$ cat config.mk
export PLATFORM = sky130hd
export DESIGN_NAME = shift_seq_ctrl
export DESIGN_NICKNAME = d
export VERILOG_FILES = /design/src/rtl/shift_pkg.sv /design/src/rtl/shift_step.sv /design/src/rtl/shift_seq_ctrl.sv
export SDC_FILE = /design/constraint.sdc
export NUM_CORES = 1
export LEC_CHECK = 0
export ABC_CLOCK_PERIOD_IN_PS = 3100
export BUFFER_PORTS_ARGS = -buffer_cell sky130_fd_sc_hd__buf_4
export CORE_AREA = 3 3 88 98
export CTS_CLUSTER_DIAMETER = 50
export DETAILED_ROUTE_END_ITERATION = 8
export DIE_AREA = 0 0 91 101
export GPL_TIMING_DRIVEN = 0
export PLACE_DENSITY_LB_ADDON = 0.3
export SETUP_SLACK_MARGIN = 0.4
export SLEW_MARGIN = 30
export SYNTH_ARGS = -nofsm -noshare
export SYNTH_HDL_FRONTEND = slang
export SYNTH_SLANG_ARGS = --single-unit
$ cat constraint.sdc
create_clock -name clk -period 3.1 [get_ports clk]
set_clock_uncertainty 0.2 [all_clocks]
set_input_delay 0.155 -clock clk [delete_from_list [all_inputs] [get_ports clk]]
set_output_delay 0.155 -clock clk [all_outputs]
set_load 0.005 [all_outputs]
$ cat src/rtl/shift_pkg.sv
// Shared types and constants for the multi-cycle shift controller.
package shift_pkg;

   localparam int DATA_W  = 32;
   localparam int SHAMT_W = 5;

   typedef enum logic [1:0] {
      SHIFT_SLL = 2'b00,
      SHIFT_SRL = 2'b01,
      SHIFT_SRA = 2'b10,
      SHIFT_RSV = 2'b11
   } shift_op_e;

   typedef enum logic [1:0] {
      ST_IDLE  = 2'b00,
      ST_SHIFT = 2'b01,
      ST_DONE  = 2'b10
   } state_e;

endpackage

$ cat src/rtl/shift_step.sv
// One-bit shift of a 32-bit word, selected by shift op.
module shift_step
   import shift_pkg::*;
(
   input  logic [DATA_W-1:0] din_i,
   input  shift_op_e         op_i,
   output logic [DATA_W-1:0] dout_o
);

   always_comb begin
      dout_o = din_i;
      case (op_i)
         SHIFT_SLL: dout_o = {din_i[DATA_W-2:0], 1'b0};
         SHIFT_SRL: dout_o = {1'b0, din_i[DATA_W-1:1]};
         SHIFT_SRA: dout_o = {din_i[DATA_W-1], din_i[DATA_W-1:1]};
         default:   dout_o = din_i;
      endcase
   end

endmodule

$ cat src/rtl/shift_seq_ctrl.sv
// Multi-cycle shift controller: shifts one bit position per clock until the
// captured shift amount is exhausted, then pulses done with the result.
//
// state    | meaning
// ---------+-----------------------------------------------------------
// ST_IDLE  | waiting for start; result holds the last value
// ST_SHIFT | one bit step per cycle, cnt counts remaining steps
// ST_DONE  | done pulse, result valid; accepts a back-to-back start
module shift_seq_ctrl
   import shift_pkg::*;
(
   input  logic               clk,
   input  logic               reset_n,
   input  logic               start,
   input  logic [1:0]         op,
   input  logic [DATA_W-1:0]  data_in,
   input  logic [SHAMT_W-1:0] shamt,
   output logic               busy,
   output logic               done,
   output logic               err,
   output logic [DATA_W-1:0]  result
);

   state_e             state_q, state_d;
   logic [SHAMT_W-1:0] cnt_q, cnt_d;
   shift_op_e          op_q, op_d;
   logic [DATA_W-1:0]  shreg_q, shreg_d;
   logic               err_q, err_d;
   logic [DATA_W-1:0]  step_out;

   shift_step u_step (
      .din_i  (shreg_q),
      .op_i   (op_q),
      .dout_o (step_out)
   );

   always_ff @(posedge clk or negedge reset_n) begin
      if (!reset_n) begin
         state_q <= ST_IDLE;
         cnt_q   <= '0;
         op_q    <= SHIFT_SLL;
         shreg_q <= '0;
         err_q   <= 1'b0;
      end else begin
         state_q <= state_d;
         cnt_q   <= cnt_d;
         op_q    <= op_d;
         shreg_q <= shreg_d;
         err_q   <= err_d;
      end
   end

   always_comb begin
      state_d = state_q;
      cnt_d   = cnt_q;
      op_d    = op_q;
      shreg_d = shreg_q;
      err_d   = 1'b0;
      case (state_q)
         ST_SHIFT: begin
            shreg_d = step_out;
            cnt_d   = cnt_q - 5'd1;
            if (cnt_q == 5'd1) state_d = ST_DONE;
         end
         // IDLE, DONE and the unused encoding all behave as accepting states
         default: begin
            state_d = ST_IDLE;
            if (start) begin
               if (shift_op_e'(op) == SHIFT_RSV) begin
                  err_d = 1'b1;
               end else begin
                  shreg_d = data_in;
                  cnt_d   = shamt;
                  op_d    = shift_op_e'(op);
                  state_d = (shamt != '0) ? ST_SHIFT : ST_DONE;
               end
            end
         end
      endcase
   end

   assign busy   = (state_q == ST_SHIFT);
   assign done   = (state_q == ST_DONE);
   assign err    = err_q;
   assign result = shreg_q;

endmodule

==> metrics, run 1 <==
vias between 2k and 2.5k; unrepaired setup endpoints after global routing no; register area share after synthesis 45.7%; CP startpoint kind flop; HPWL after detailed placement 5000 um; grt ovf 0; CTS H-tree depth 2; worst-margin pin slew 0.592 ns; average size of a mapped cell 9.28 um2; critical path class reg -> reg; Die H about 100 um; share of the synthesized area in the top cell type roughly 46%; number of global-route vias before repair 2408; Synth area leaders dfrtp_1 46%, a221oi_1 11%, nor3b_1 10%, o21ai_0 7.8%, nand2_1 6.2%; area leader, netlist dfrtp_1; Critical Path RT ~3.1 ns; final hold vios 0; Synth Cell Area roughly 2300 um2; Starting Density 29.4%; initial antenna violation count 0; worst path arrival time 2.46 ns; Synth Instances 248; Worst Slack Setup Final ~0.67 ns; Reg clk slew, reported paths 0.08 ns; Mapped Nets about 300; gpl congestion 0.841; Place WS ~0.81 ns; I/O Pins 77; first-pass GRT wire length 11800 um; CTS tree built; min Tclk post-route 2.43 ns; CP Capture Type flop; Yosys warning count 0; clk sinks 42; met1 Use GR 21.5%; commonest cells in the netlist 42 x dfrtp_1, 38 x nand2_1, 36 x o21ai_0; total power per unit cell area 938 nW/um2; post-route setup TNS 0 ns; number of synthesized flops with an enable pin 0; Die Wd 91 um; ANT nets after route 0; Std-Cell Rows 34; Top Usage Layer GRT met2; VDD IR-drop max 356 uV; synthesis-stage register bit count 42; M3 GR Usage approximately 2.8%; Hold Crit Class in -> reg; drt drc 0; Tot GR Track Use 15.7%; Main synth FF type dfrtp_1; Async SR Flop Fraction 100%; area grow syn2layout 52.0%; Ant. Diodes 0; worst skew pair latency 0.29 ns; most frequent cell after synthesis dfrtp_1; drt pass-1 iters 6; fraction of layout cells with a size suffix above 1 approximately 25%; Max transition margin between 60% and 70%; total core area 7830 um2; grt met2 use 26.0%; Vias/cell 5.02; largest net degree at the start of global routing 43; Clock Tree Buf Depth 2; final setup fails 0; Root Driver clkbuf_8; slowest CP cell dlygate4sd3_1; full die area between 9000 and 10000 um2; Tcrit/Tclk final around 80%; WL per Instance between 10 and 15 um; number of port buffers 76; CP Cell Sequence nand2b_1 -> buf_2 -> clkbuf_1 -> nand2_1 -> nor2_1 -> o22a_1 -> dlygate4sd3_1; Nets 419; Max Cap Viol 0; CTS buffer count 5; crit-path max cell delay 0.54 ns; final WL 7140 um; Yosys cell types 31; 1st-iter DRT viols 155; Slew Viols, Final 0; f_max 0.412 GHz; crit path max fanout 10; result of the run finished, final reports clean; Pleak 0.00152 uW
==> metal layers <==
layer	vias to the layer above	share of wire [%]
met5	-	0
met4	0	1.0
met3	7	4.6
met2	68	49
met1	1170	46
li1	1163	-
==> logic make-up after synthesis <==
group           count (synthesis)  share of synthesized area (%)
buf+inv                        27                           5.22
mux                             1                          0.435
compound gates                 79                           24.0
fa+ha+maj                       6                           3.26
simple gates                   93                           21.4
flops                          42                           45.7
==> repair_timing <==
| action | in CTS | in global routing |
|---|---|---|
| endpoints found under the hold margin | 80 | 0 |
| hold buffers | 40 | 0 |
| gates resized for setup | 0 | 0 |
| buffers inserted | 0 | 0 |
==> metrics by stage <==
| step | instance area (um2) | util (%) | hold slack [ns] | cells | power, uW |
|---|---|---|---|---|---|
| after floorplan | 2300 | - | -0.341 | 248 | 2180 |
| after global placement | 3010 | 38.4 | -0.0124 | 432 | 2850 |
| after detailed placement | 3010 | 38.4 | -0.0136 | 432 | 2880 |
| after CTS | 3500 | 44.7 | 0.0131 | 480 | 3300 |
| after global routing | 3500 | 44.7 | 0.0306 | 480 | 3600 |
| final | 3500 | 44.7 | 0.0148 | 480 | 3280 |
==> worst max-delay path: cells and delay by family (launching register included) <==
family,cells,cell delay (ns)
AO/OA/AOI/OAI,1,0.15
AND/OR/NAND/NOR,3,0.40
buffers and inverters,3,1.20
flip-flops,1,0.41
==> layout make-up <==
cell class / count / area [um2]
clock buffers: 7 / 86.3
flip-flops and latches: 42 / 1050
inverters: 6 / 22.5
fillers: 792 / 4330
repair buffers: 116 / 971
multi-input cells: 179 / 1130
clock inverters: 1 / 5.00
plain buffers: 21 / 97.6
well taps: 108 / 135
==> state kept, by name (all words and copies together), names as in the netlist <==
name     cells
cnt_q        5
err          1
op_q         2
result      32
state_q      2
==> power by group <==
group / internal, uW / total, uW / switching [uW]
sequential: 766 / 977 / 212
clock: 180 / 371 / 191
combinational: 834 / 1930 / 1100
total: 1780 / 3280 / 1500
==> final timing paths <==
kind                                              from                endpoint  slack (ns)  cells past startpoint
worst max-delay path            state_q[0]$_DFFE_PN0P_     op_q[0]$_DFFE_PN0P_        0.67                      7
worst min-delay path                       data_in[14]  result[14]$_DFFE_PN0P_        0.01                      3
worst max register to register  state_q[0]$_DFFE_PN0P_     op_q[0]$_DFFE_PN0P_        0.67                      7
worst min register to register   result[0]$_DFFE_PN0P_   result[0]$_DFFE_PN0P_        0.32                      2
max in group asynchronous                      reset_n   result[1]$_DFFE_PN0P_        2.13                      2
min in group asynchronous                      reset_n  result[22]$_DFFE_PN0P_        0.19                      2
==> cell usage in the layout (no fill, tap or decap), types with 3 or more instances in the layout <==
master,instances
nor2_1,14
nand2_1,38
a21oi_1,3
dlygate4sd3_1,40
nor3_1,3
buf_4,79
inv_1,5
a221oi_1,30
clkbuf_8,6
ha_1,6
buf_2,4
clkbuf_1,13
dfrtp_1,42
o21ai_0,36
nor3b_1,31
No activity file was read; power rests on OpenSTA's default activity.
==> run 2: changes to the inputs <==
ABC_AREA = 1   (was unset)
ABC_CLOCK_PERIOD_IN_PS = 2000   (was 3100)
CORE_AREA = 3 3 96 107   (was 3 3 88 98)
DIE_AREA = 0 0 99 110   (was 0 0 91 101)
clock period = 2 ns   (was 3.1 ns; I/O delays follow)
==> run 2 against run 1 <==
Compared with the run above:
- worst setup slack lost 0.34 ns
- combinational power grew to 2.5 times the previous value
- register-to-register slack lost 0.34 ns
- maximum frequency grew 45%
- clock power grew 61%
- flip-flop and latch count is the same
- synthesized area grew 19%
- final cell count grew 46%
- sequential share of layout area shrank 4.9 points
- via count grew 29%
- cell area grew 19%
==> metrics, run 2 <==
Tcrit/Tclk final 83.7% (+5.3 points); initial antenna violation count 0 (unchanged); total core area 9310 um2 (+19%); WHS Path Cells 5 (+2); worst path arrival time 1.67 ns (-0.79 ns); Ant. Diodes 0 (unchanged); full die area 10900 um2 (+18%); fraction of layout cells with a size suffix above 1 22.9% (-2.1 points); total power per unit cell area 1730 nW/um2 (+84%); worst-margin pin slew 0.569 ns (-0.0239 ns); drt drc 0 (unchanged); capturing point of the worst reg2reg path result[2]$_DFFE_PN0P_; placed insts 647 (+50%); largest net degree at the start of global routing 43 (unchanged); Synth Instances 454 (+83%); drt pass-1 iters 4 (-2); Reg2Reg Depth 9 (+2); Die H 110 um (+8.9%); vias 3114 (+29%); WL per Instance 11.9 um (-20%); number of synthesized flops with an enable pin 0 (unchanged); Mapped Nets 502 (+70%); CTS buffer count 5 (unchanged); CTS H-tree depth 2 (unchanged); utilization after layout 44.9% (+0.22 points); Starting Density 29.5% (+0.13 points); Hold Crit Class in -> reg; Async SR Flop Fraction 100% (unchanged); reg2reg setup slack 0.33 ns (-0.34 ns); register area share after synthesis 38.3% (-7.4 points); grt ovf 0 (unchanged); f_max 0.597 GHz (+45%); Vias/cell 4.44 (-11%); final hold vios 0 (unchanged); Yosys warning count 0 (unchanged); Yosys cell types 19 (-39%); Max Cap Viol 0 (unchanged); synthesis-stage register bit count 42 (unchanged); I/O Pins 77 (unchanged); Die Wd 99 um (+8.8%); worst skew pair latency 0.30 ns (about the same); crit path max fanout 10 (unchanged); share of the synthesized area in the top cell type 38.3% (-7.4 points); Main synth FF type dfrtp_1; Pleak 0.00220 uW (+44%); result of the run finished, final reports clean; clk sinks 42 (unchanged); delay-heaviest family, CP simple AND/OR/NAND/NOR gates; VDD IR-drop max 734 uV (+110%); Fillers 969 (+22%); Root Driver clkbuf_8; first-pass GRT wire length 13500 um (+14%); commonest cells in the netlist 213 x nand2_1, 132 x nor2_1, 42 x dfrtp_1; Clock Tree Buf Depth 2 (unchanged); slowest CP cell dfrtp_1; unrepaired setup endpoints after global routing yes; Synth Cell Area 2750 um2 (+19%); most frequent cells in the layout 210 x nand2_1, 126 x nor2_1, 83 x buf_4; number of port buffers 76 (unchanged); final setup fails 0 (unchanged); most frequent cell after synthesis nand2_1; Std-Cell Rows 37 (+8.8%); max reg flops 32 (unchanged); hold_sp start; Synth area leaders dfrtp_1 38%, nand2_1 29%, nor2_1 18%, ha_1 2.7%, buf_2 2.6%; Pwr Total 7220 uW (+120%); gpl congestion 0.785 (-6.6%); area leader, netlist dfrtp_1; Max transition margin 62.1% (+1.6 points); area grow syn2layout 52.1% (about the same); CP bufs+invs 3 (unchanged); most common cell after layout, fill and taps aside nand2_1; 1st-iter DRT viols 92 (-41%); Hold Path End op_q[1]$_DFFE_PN0P_; CTS tree built; post-route setup TNS 0 ns (unchanged); CP Cell Sequence buf_4 -> ha_4 -> nor2_4 -> nand3_2 -> nand2_4 -> inv_2 -> buf_4 -> nand2_1 -> nand2_1; average size of a mapped cell 6.05 um2 (-35%); crit-path max cell delay 0.39 ns (-0.15 ns); number of global-route vias before repair 2836 (+18%); Critical Path RT 2.00 ns (-1.13 ns); CP Capture Type flop; ANT nets after route 0 (unchanged); Non-Filler Instances 701 (+46%); Reg clk slew, reported paths 0.09 ns (about the same); Nets 631 (+51%); CP startpoint kind flop; HPWL after detailed placement 5690 um (+14%); Tot GR Track Use 15.2% (-0.53 points); critical path class reg -> reg; final WL 8370 um (+17%); Slew Viols, Final 0 (unchanged); min Tclk post-route 1.67 ns (-0.755 ns); RR Startpoint op_q[0]$_DFFE_PN0P_
[run 2: area by class of cell]
class,instances,area (um2),share of cell area [%]
clock inverter,1,5.00,0.120
clock buffer,7,86.3,2.07
inverter,15,61.3,1.47
sequential,42,1050,25.1
multi-input combinational,375,1600,38.2
tap,117,146,3.50
buffer,22,210,5.03
timing repair buffer,122,1020,24.5
[run 2: logic make-up after synthesis]
logic type / share of synthesized area (%)
simple gates: 50.8
flops: 38.3
buf+inv: 6.51
compound gates: 1.73
fa+ha+maj: 2.73
[run 2: how the worst max path moves through the flow]
stage | from | end | slack, ns | depth (start not counted)
floorplan | op_q[1]$_DFFE_PN0P_ | result[13]$_DFFE_PN0P_ | 0.39 | 9
global placement | op_q[1]$_DFFE_PN0P_ | result[28]$_DFFE_PN0P_ | 0.11 | 9
detailed placement | op_q[1]$_DFFE_PN0P_ | result[25]$_DFFE_PN0P_ | 0.07 | 9
CTS | op_q[1]$_DFFE_PN0P_ | result[18]$_DFFE_PN0P_ | 0.34 | 9
global route | op_q[1]$_DFFE_PN0P_ | result[19]$_DFFE_PN0P_ | 0.21 | 10
finish | op_q[0]$_DFFE_PN0P_ | result[2]$_DFFE_PN0P_ | 0.33 | 9
[run 2: what timing repair did]
| action | in CTS | in global routing |
|---|---|---|
| gates cloned | 0 | 1 |
| buffers inserted | 1 | 3 |
| resized for setup | 25 | 33 |
| pin swaps | 1 | 7 |
| hold buffers | 41 | 0 |
| endpoints found under the hold margin | 83 | 0 |
| endpoints found under the setup margin | 33 | 33 |
[run 2: per-stage QoR]
step	setup slack (ns)	hold slack (ns)	instance area [um2]
finish	0.326	0.0993	4180
global route	0.211	0.136	4180
CTS	0.342	0.0701	4050
detailed placement	0.0678	-0.0612	3460
global placement	0.109	-0.0601	3460
floorplan	0.386	-0.396	2750
[run 2: power breakdown]
group	switching, uW	internal (uW)
clock	317	279
combinational	2710	2160
sequential	459	1290
[run 2: routing by layer]
metal / global-route usage [%] / vias to the layer above / wire, um
met5: 0 / - / 0
met2: 26.2 / 70 / 4080
met3: 2.39 / 6 / 452
met1: 20.1 / 1415 / 3770
li1: - / 1623 / -
met4: 3.41 / 0 / 72
[run 2: worst min-delay path: cells and delay by family]
kind                   cells  cell delay (ns)
buffers and inverters      1             0.11
AOI/OAI and AO/OA          1             0.07
and+or+nand+nor            3             0.28
==> run 3: changes to the inputs <==
ABC_CLOCK_PERIOD_IN_PS = 1600   (was 2000)
clock period = 1.6 ns   (was 2 ns; I/O delays follow)
==> run 3 against run 2 <==
Compared with the run above:
- the run now ends with negative hold slack, negative setup slack left
- worst hold slack got worse by 0.13 ns
- flip-flop and latch count unchanged
- register-to-register slack lost 0.40 ns
- maximum frequency increased by 0.19%
- largest cell class unchanged
==> metrics, run 3 (synthesis results as in run 2) <==
result of the run finished, violations left; failing checks negative hold slack, negative setup slack; worst path arrival time 1.68 ns (about the same); Slew Viols, Final 0 (unchanged); number of port buffers 76 (unchanged); Die H 110 um (unchanged); min Tclk post-route 1.67 ns (-0.00312 ns); ANT nets after route 0 (unchanged); drt drc 0 (unchanged); most frequent cells in the layout 205 x nand2_1, 130 x nor2_1, 81 x buf_4; worst-margin pin slew 0.571 ns (+0.00250 ns); number of global-route vias before repair 2902 (+2.3%); Worst Slack Setup Final -0.0707 ns (-0.397 ns); final setup fails 31 (+31); Starting Density 29.5% (unchanged); Hold Crit Class in -> reg; vias 3205 (+2.9%); cts hold-fix bufs 41 (unchanged); most common cell after layout, fill and taps aside nand2_1; Tot GR Track Use 15.5% (+0.36 points); multi-input logic area 1620 um2 (+1.2%); area grow syn2layout 60.2%; Die Wd 99 um (unchanged); Clock Tree Buf Depth 2 (unchanged); CP startpoint kind flop; max reg flops 32 (unchanged); total power per unit cell area 2190 nW/um2 (+27%); Reg clk slew, reported paths 0.09 ns (about the same); register area 1060 um2 (+0.48%); total core area 9310 um2 (unchanged); fraction of layout cells with a size suffix above 1 25.8% (+2.8 points); Vias/cell 4.51 (+1.5%); Pleak 0.00230 uW (+4.4%); Tcrit/Tclk final 104% (+21 points); first-pass GRT wire length 13700 um (+2.0%); final WL 8620 um (+2.9%); CTS tree built; crit path max fanout 10 (unchanged); worst skew pair latency 0.30 ns (about the same); WL per Instance 12.1 um (+1.5%); Std-Cell Rows 37 (unchanged); Ant. Diodes 0 (unchanged); post-route setup TNS -1.88 ns (-1.88 ns); f_max 0.599 GHz (+0.19%); 1st-iter DRT viols 104 (+13%); largest net degree at the start of global routing 43 (unchanged); grt ovf 0 (unchanged); Critical Path RT 1.61 ns (-0.39 ns); drt pass-1 iters 5 (+1); Root Driver clkbuf_8; CTS H-tree depth 2 (unchanged); HPWL after detailed placement 5710 um (+0.36%); clk sinks 42 (unchanged); gpl congestion 0.762 (-2.9%); CP Capture Type flop; Fillers 950 (-2.0%); Place WS -0.0643 ns (-0.132 ns); VDD IR-drop max 972 uV (+32%); CTS buffer count 5 (unchanged); full die area 10900 um2 (unchanged); hold_ws -0.0291 ns (-0.128 ns); Max Cap Viol 0 (unchanged); initial antenna violation count 0 (unchanged); I/O Pins 77 (unchanged); Max transition margin 61.9% (-0.17 points); critical path class reg -> reg; final hold vios 3 (+3); unrepaired setup endpoints after global routing yes; Nets 641 (+1.6%)
-- run 3: changes by cell type in the layout (fill, tap and decap cells not counted), sizes merged --
cell	change
bufbuf	+1
buf	+8
nor2	+1
-- run 3: what timing repair did --
item / 4_1_cts / 5_1_grt
gates cloned: 2 / 3
setup endpoints to repair: 45 / 53
buffers inserted: 3 / 7
resized for setup: 32 / 25
pin swaps: 4 / 11
hold endpoints to repair: 83 / 2
-- run 3: final timing paths --
kind / cells after the start / slack (ns) / startpoint / endpoint
setup / recovery: 9 / -0.07 / op_q[1]$_DFFE_PN0P_ / result[0]$_DFFE_PN0P_
max in group asynchronous: 2 / 0.67 / reset_n / result[31]$_DFFE_PN0P_
hold / removal: 4 / -0.03 / start / cnt_q[0]$_DFFE_PN0P_
setup reg to reg: 9 / -0.07 / op_q[1]$_DFFE_PN0P_ / result[0]$_DFFE_PN0P_
hold reg to reg: 2 / 0.33 / cnt_q[1]$_DFFE_PN0P_ / cnt_q[1]$_DFFE_PN0P_
min in group asynchronous: 2 / 0.10 / reset_n / result[3]$_DFFE_PN0P_
-- run 3: stage by stage --
step                instance area [um2]  power (uW)  util, %  instances
global placement                   3520        7500     37.8        647
global route                       4400       10700     47.3        711
CTS                                4200        9070     45.1        701
detailed placement                 3520        7590     37.8        647
finish                             4400        9660     47.3        711
floorplan                          2800        5800        -        454
-- run 3: worst max-delay path, cell delays in order, from the launching register on --
cell	delay [ns]
dfrtp_1	0.40
inv_2	0.08
ha_2	0.21
nor2_4	0.10
nand3_1	0.10
nand2_2	0.13
inv_2	0.06
buf_4	0.17
nand2_1	0.08
nand2_1	0.05
-- run 3: area by class of cell --
cell class / instances / area share [%]
plain buffers: 22 / 5.20
inverters: 15 / 1.39
multi-input cells: 376 / 36.7
flip-flops and latches: 42 / 24.0
clock buffers: 7 / 1.96
clock inverters: 1 / 0.114
repair buffers: 131 / 27.3
well taps: 117 / 3.33
-- run 3: power breakdown --
| group | internal [uW] | switching (uW) | total [uW] | leakage (uW) |
|---|---|---|---|---|
| combinational | 3220 | 3490 | 6710 | 0.00174 |
| sequential | 1620 | 584 | 2210 | 0.000510 |
| clock | 349 | 391 | 740 | 0.0000482 |
-- run 3: metal layers --
layer	track usage [%]	routed length [um]	up-vias	part of all wire (%)
met5	0	0	-	0
met1	19.7	3780	1479	44
met3	2.27	365	8	4.2
met4	4.00	81	0	0.94
met2	27.7	4400	76	51
li1	-	-	1642	-
